File: config.mk
export PLATFORM = sky130hd
export DESIGN_NAME = rd_req_fifo_flat
export DESIGN_NICKNAME = d
export VERILOG_FILES = /design/src/rtl/cross_bar_pkg.sv /design/src/rtl/rd_req_fifo_if.sv /design/src/rtl/rd_req_fifo.sv /design/src/flat_wrapper.sv
export SDC_FILE = /design/constraint.sdc
export NUM_CORES = 1
export LEC_CHECK = 0
export ABC_AREA = 0
export ABC_CLOCK_PERIOD_IN_PS = 2150
export BUFFER_PORTS_ARGS = -buffer_cell sky130_fd_sc_hd__buf_2
export CAP_MARGIN = 10
export CORE_MARGIN = 10
export CORE_UTILIZATION = 30
export CTS_CLUSTER_SIZE = 12
export DETAILED_ROUTE_END_ITERATION = 8
export PLACE_DENSITY = 0.54
export SLEW_MARGIN = 30
export SYNTH_ARGS = -nofsm -noshare
export SYNTH_HDL_FRONTEND = slang
export SYNTH_SLANG_ARGS = --single-unit
File: constraint.sdc
create_clock -name aclk -period 2.15 [get_ports aclk]
set_clock_uncertainty 0.15 [all_clocks]
set_input_delay 0.43 -clock aclk [delete_from_list [all_inputs] [get_ports aclk]]
set_output_delay 0.43 -clock aclk [all_outputs]
set_load 0.01 [all_outputs]
File: src/rtl/cross_bar_pkg.sv
// Shared crossbar constants: default bus widths and read/write command codes.
package cross_bar_pkg;

   parameter int CB_ADDR_W = 32;
   parameter int CB_DATA_W = 32;

   parameter bit READ_OPP  = 1'b0;
   parameter bit WRITE_OPP = 1'b1;

endpackage

File: src/rtl/rd_req_fifo_if.sv
// Read-request queue bus: push side from master logic, show-ahead head and pop to the arbiter.
// Handshake: a push is taken on a rising aclk edge when wr_en=1 and full=0; the head (addr)
// is valid whenever req=1 and is removed on a rising aclk edge when rd_en=1 and req=1.
interface rd_req_fifo_if
   import cross_bar_pkg::*;
#(
   parameter int ADDR_W = CB_ADDR_W
);

   logic              wr_en;
   logic [ADDR_W-1:0] wr_addr;
   logic              full;
   logic              req;
   logic [ADDR_W-1:0] addr;
   logic              rd_en;

   // Driver side: master-side push logic together with the arbiter pop.
   modport master (
      output wr_en,
      output wr_addr,
      input  full,
      input  req,
      input  addr,
      output rd_en
   );

   // Queue side.
   modport slave (
      input  wr_en,
      input  wr_addr,
      output full,
      output req,
      output addr,
      input  rd_en
   );

endinterface

File: src/rtl/rd_req_fifo.sv
// Per-master show-ahead read-request FIFO feeding the crossbar arbiter.
// Optional status outputs (count, sticky overflow) are enabled by RD_REQ_FIFO_STATUS_EN.
module rd_req_fifo
   import cross_bar_pkg::*;
#(
   parameter int ADDR_W = CB_ADDR_W,
   parameter int DEPTH  = 4
) (
   input  logic                     aclk,
   input  logic                     aresetn,
   rd_req_fifo_if.slave             bus
`ifdef RD_REQ_FIFO_STATUS_EN
   ,
   output logic [$clog2(DEPTH):0]   count,
   output logic                     overflow
`endif
);

   localparam int IDX_W = $clog2(DEPTH);
   localparam int PTR_W = IDX_W + 1;

   logic [PTR_W-1:0]  wptr;
   logic [PTR_W-1:0]  rptr;
   logic [ADDR_W-1:0] mem [DEPTH];

   logic empty;
   logic full_w;
   logic push_ok;
   logic pop_ok;

   // Flags come only from registered pointers, so rd_en never reaches full/req combinationally.
   assign empty   = (wptr == rptr);
   assign full_w  = (wptr[IDX_W-1:0] == rptr[IDX_W-1:0]) && (wptr[IDX_W] != rptr[IDX_W]);
   assign push_ok = bus.wr_en && !full_w;
   assign pop_ok  = bus.rd_en && !empty;

   assign bus.full = full_w;
   assign bus.req  = !empty;
   assign bus.addr = mem[rptr[IDX_W-1:0]];

   always_ff @(posedge aclk or negedge aresetn) begin
      if (!aresetn) begin
         wptr <= '0;
         rptr <= '0;
      end else begin
         if (push_ok) wptr <= wptr + PTR_W'(1);
         if (pop_ok)  rptr <= rptr + PTR_W'(1);
      end
   end

   // Popped entries keep their contents; only the read pointer moves.
   always_ff @(posedge aclk or negedge aresetn) begin
      if (!aresetn) begin
         for (int i = 0; i < DEPTH; i++) mem[i] <= '0;
      end else if (push_ok) begin
         mem[wptr[IDX_W-1:0]] <= bus.wr_addr;
      end
   end

`ifdef RD_REQ_FIFO_STATUS_EN
   logic [PTR_W-1:0] count_q;
   logic             overflow_q;

   always_ff @(posedge aclk or negedge aresetn) begin
      if (!aresetn) begin
         count_q    <= '0;
         overflow_q <= 1'b0;
      end else begin
         case ({push_ok, pop_ok})
            2'b10:   count_q <= count_q + PTR_W'(1);
            2'b01:   count_q <= count_q - PTR_W'(1);
            default: count_q <= count_q;
         endcase
         if (bus.wr_en && full_w) overflow_q <= 1'b1;
      end
   end

   assign count    = count_q;
   assign overflow = overflow_q;
`endif

endmodule

File: src/flat_wrapper.sv
// flat-port wrapper written by rule: the top's interface ports become plain ports
module rd_req_fifo_flat import cross_bar_pkg::*;
#(
   parameter int ADDR_W = CB_ADDR_W,
   parameter int DEPTH  = 4
)
  (aclk, aresetn, bus_wr_en, bus_wr_addr, bus_full, bus_req, bus_addr, bus_rd_en);
  rd_req_fifo_if #(.ADDR_W(ADDR_W)) bus_i ();
  input  logic aclk;
  input  logic aresetn;
  input wire logic [$bits(bus_i.wr_en)-1:0] bus_wr_en;
  input wire logic [$bits(bus_i.wr_addr)-1:0] bus_wr_addr;
  output wire logic [$bits(bus_i.full)-1:0] bus_full;
  output wire logic [$bits(bus_i.req)-1:0] bus_req;
  output wire logic [$bits(bus_i.addr)-1:0] bus_addr;
  input wire logic [$bits(bus_i.rd_en)-1:0] bus_rd_en;
  assign bus_i.wr_en = bus_wr_en;
  assign bus_i.wr_addr = bus_wr_addr;
  assign bus_full = bus_i.full;
  assign bus_req = bus_i.req;
  assign bus_addr = bus_i.addr;
  assign bus_i.rd_en = bus_rd_en;
  rd_req_fifo #(.ADDR_W(ADDR_W), .DEPTH(DEPTH)) u_core (.aclk(aclk), .aresetn(aresetn), .bus(bus_i));
endmodule
==> summary.txt <==
Power
  – Power Dens Cells: 1850 nW/um^2
  – Design Power: 15900 uW
  – Peak VDD IR: 695 uV
  – Pleak: around 0.0038 uW

Synth
  – Post-synthesis mux area share: roughly 40%
  – Yosys reg bits: 134
  – Synthesized cell area: 6520 sq um
  – Cells after Synth: approximately 350
  – Avg Inst Size Synth: ~18 sq um
  – Distinct cells, synth: 26
  – Main combinational cell family by area after synthesis: multiplexers
  – Ys flop type: dfrtp_1
  – Sequential share of the synthesized area: a little over 50%
  – Post-synth EDFFs: 0
  – Syn. warnings: 0
  – Compound-gate portion of the synthesized area: 1.92%
  – Adder-cell area share of the yosys netlist: 0.959%
  – Post-synthesis simple-gate area fraction: less than 1%
  – Async SR Flop Fraction: between 90% and 100%
  – Syn nets: between 300 and 400
  – Synth Area in XOR/XNOR: approximately 1.6%

Critical path
  – Setup CP Type: reg -> out
  – Crit path required time: ~1.6 ns
  – Crit. End Element: output port
  – CP Launch Type: flip-flop
  – Worst EP arrival: roughly 1.8 ns
  – Reg2Reg Setup Slack: -0.10 ns
  – Worst r2r src: u_core.rptr[0]
  – R2R Path End: u_core.mem[50]
  – Critical Path Max Stage Delay: a little over 0.5 ns
  – Crit path max-delay cell type: mux4_2
  – Critical-path cell list: buf_12, buf_16, mux4_2, buf_6
  – Worst-path fanout max: 7
  – Reg2reg path depth: 9

STA
  – Worst hold slack: 0.128 ns
  – Final WS setup: -0.231 ns
  – Fin. Hold Viols: 0
  – Unrepaired setup endpoints after global routing: true
  – Fin Setup TNS: -9.38 ns
  – Max Slew Vio Count: 0
  – Measured slew at the worst slew-check pin: ~0.55 ns
  – Max_slew headroom: roughly 63%
  – Final cycle utilization of the critical path: 111%
  – Minimum clock period: approximately 2.4 ns
  – Highest clock rate: roughly 420 MHz
  – Endpoints failing setup: just over 80

Global route
  – GRT Total Usage: 11.0%
  – Initial antenna violation count: 0
  – Vias in the first global route: just under 4000
  – Gr ovfl total: 0
  – Largest net degree at the start of global routing: 50
  – Global-route wire length before repair: 24.3 mm

CTS
  – Root Buffer: clkbuf_16
  – Num CTS Buffers: 17
  – CTS clk-pin slew, worst paths: roughly 0.060 ns
  – H-tree depth: 4
  – Clk sinks: approximately 130
  – CTS Buffer Depth: 2
  – CTS tree: built
  – Worst-Skew Late Latency: about 0.42 ns

Finish
  – Layout area overhead: 31.9%
  – Design area: 8600 sq um
  – Final net count: just over 500
  – Total inserted antenna cells: 0
  – Ratio of cells with drive above 1 in the final layout: between 60 and 70%
  – Number of fill cells in the layout: 1907

Routing
  – Routed WL per cell: about 21 microns
  – Vias per cell: 4.61
  – DRT iter0 DRCs: between 150 and 200
  – Routed Antenna Nets: 0
  – Via count: approximately 3500
  – Final WL: 16.0 mm
  – Drt pass-1 iters: 4
  – DRC viols: 0

Floorplan
  – Number of I/O pins: 70
  – Die area: ~28000 sq um
  – Core area: roughly 21000 sq um
  – Initial core utilization: between 30% and 40%
  – Num rows: 53
  – Die W: ~170 microns
  – Chip height: around 170 microns

Min path
  – Worst hold start: bus_wr_addr[6]
  – Hold depth: 2
  – Hold Path Class: in -> reg
  – Worst Hold End: u_core.mem[102]

Placement
  – Post-DP Area: around 7300 sq um
  – Routability cong.: a little over 0.7
  – DP HPWL: 9.79 mm
  – Post-place setup slack: between 0.09 and 0.1 ns
  – Port buffer count: 69

Status
  – Failing checks: setup timing
  – Status: finished with violations

Job
  – MaxCap Viol Count: 0
==> routing by layer <==
layer  GRT usage (%)  wire [microns]  part of all wire [%]
met3            2.65             605                   3.8
met2            17.2            7710                    48
met4            4.28             226                   1.4
met5               0               0                     0
met1            14.4            7460                    47
==> worst max path at each step <==
| stage | startpoint | end | cells after the start |
|---|---|---|---|
| after floorplan | u_core.rptr[0] | bus_addr[0] | 3 |
| after global placement | u_core.rptr[1] | u_core.mem[35] | 5 |
| after detailed placement | u_core.wptr[0] | u_core.mem[35] | 5 |
| after CTS | u_core.rptr[0] | bus_addr[5] | 3 |
| after global routing | u_core.rptr[0] | bus_addr[21] | 4 |
| final | u_core.rptr[0] | bus_addr[21] | 4 |
==> placed cells by master (no fill, tap or decap), types with 2 or more instances in the layout <==
cell,count
dfrtp_2,2
buf_2,47
buf_16,2
xnor2_2,2
mux4_2,32
o21ai_0,2
mux2_2,4
inv_6,7
buf_6,30
nand3_1,2
clkinvlp_4,2
bufinv_16,2
buf_12,15
clkbuf_16,25
xor2_1,3
mux2_4,126
buf_4,10
nand2_1,4
o31ai_1,2
inv_1,2
buf_8,3
dfrtp_1,132
ha_1,5
a31oi_4,4
==> worst max-delay path, delay by kind of cell, from the launching register on <==
kind	cells	cell delay, ns
buf+inv	3	0.41
flops	1	0.46
mux	1	0.51
==> power breakdown <==
group | internal, uW | switching, uW
clock network | 1770 | 1220
registers | 3840 | 845
logic | 5180 | 3030
==> layout make-up <==
class	count	area (sq um)	area share, %
clock buffers	18	439	5.11
clock inverters	14	161	1.88
inverters	2	7.51	0.0873
multi-input cells	197	3040	35.3
flip-flops and latches	134	3360	39.0
well taps	275	344	4.00
repair buffers	116	1260	14.6
==> cells in the mapped netlist, types with 2 or more instances <==
master / count / share of area (%)
xor2_1: 3 / 0.40
a31oi_4: 4 / 1.3
inv_1: 2 / 0.12
nand3_1: 3 / 0.23
buf_2: 3 / 0.23
o31ai_1: 2 / 0.23
mux2_4: 119 / 27
o21ai_0: 2 / 0.15
buf_6: 13 / 2.2
xnor2_1: 2 / 0.27
nand2_1: 4 / 0.23
dfrtp_1: 134 / 51
mux2_2: 11 / 1.9
mux4_2: 32 / 11
clkbuf_1: 3 / 0.17
xnor2_2: 2 / 0.50
ha_1: 5 / 0.96
==> cells by family (layout without fill, tap and decap cells) <==
| family | after synthesis | in the layout |
|---|---|---|
| compound gates | 10 | 10 |
| xor+xnor | 8 | 8 |
| fa+ha+maj | 5 | 5 |
| buf+inv | 22 | 150 |
| flops | 134 | 134 |
| mux | 162 | 162 |
| simple gates | 12 | 12 |
==> metrics by stage <==
step | cells | utilization (%)
after floorplan | 353 | -
after detailed placement | 700 | 34.6
after CTS | 739 | 38.5
final | 756 | 40.5
after global placement | 700 | 34.6
after global routing | 756 | 40.5
==> state kept, by name (all words and copies together), names as in the netlist <==
register	count
u_core.rptr	3
u_core.mem	128
u_core.wptr	3
==> what timing repair did <==
item | in CTS | in global routing
hold endpoints to repair | 44 | 0
cloned | 1 | 10
pin swaps | 3 | 3
gates resized for setup | 25 | 34
hold buffers | 1 | 0
setup buffers | 5 | 8
endpoints found under the setup margin | 34 | 100
Power figures use the tool's default switching activity.
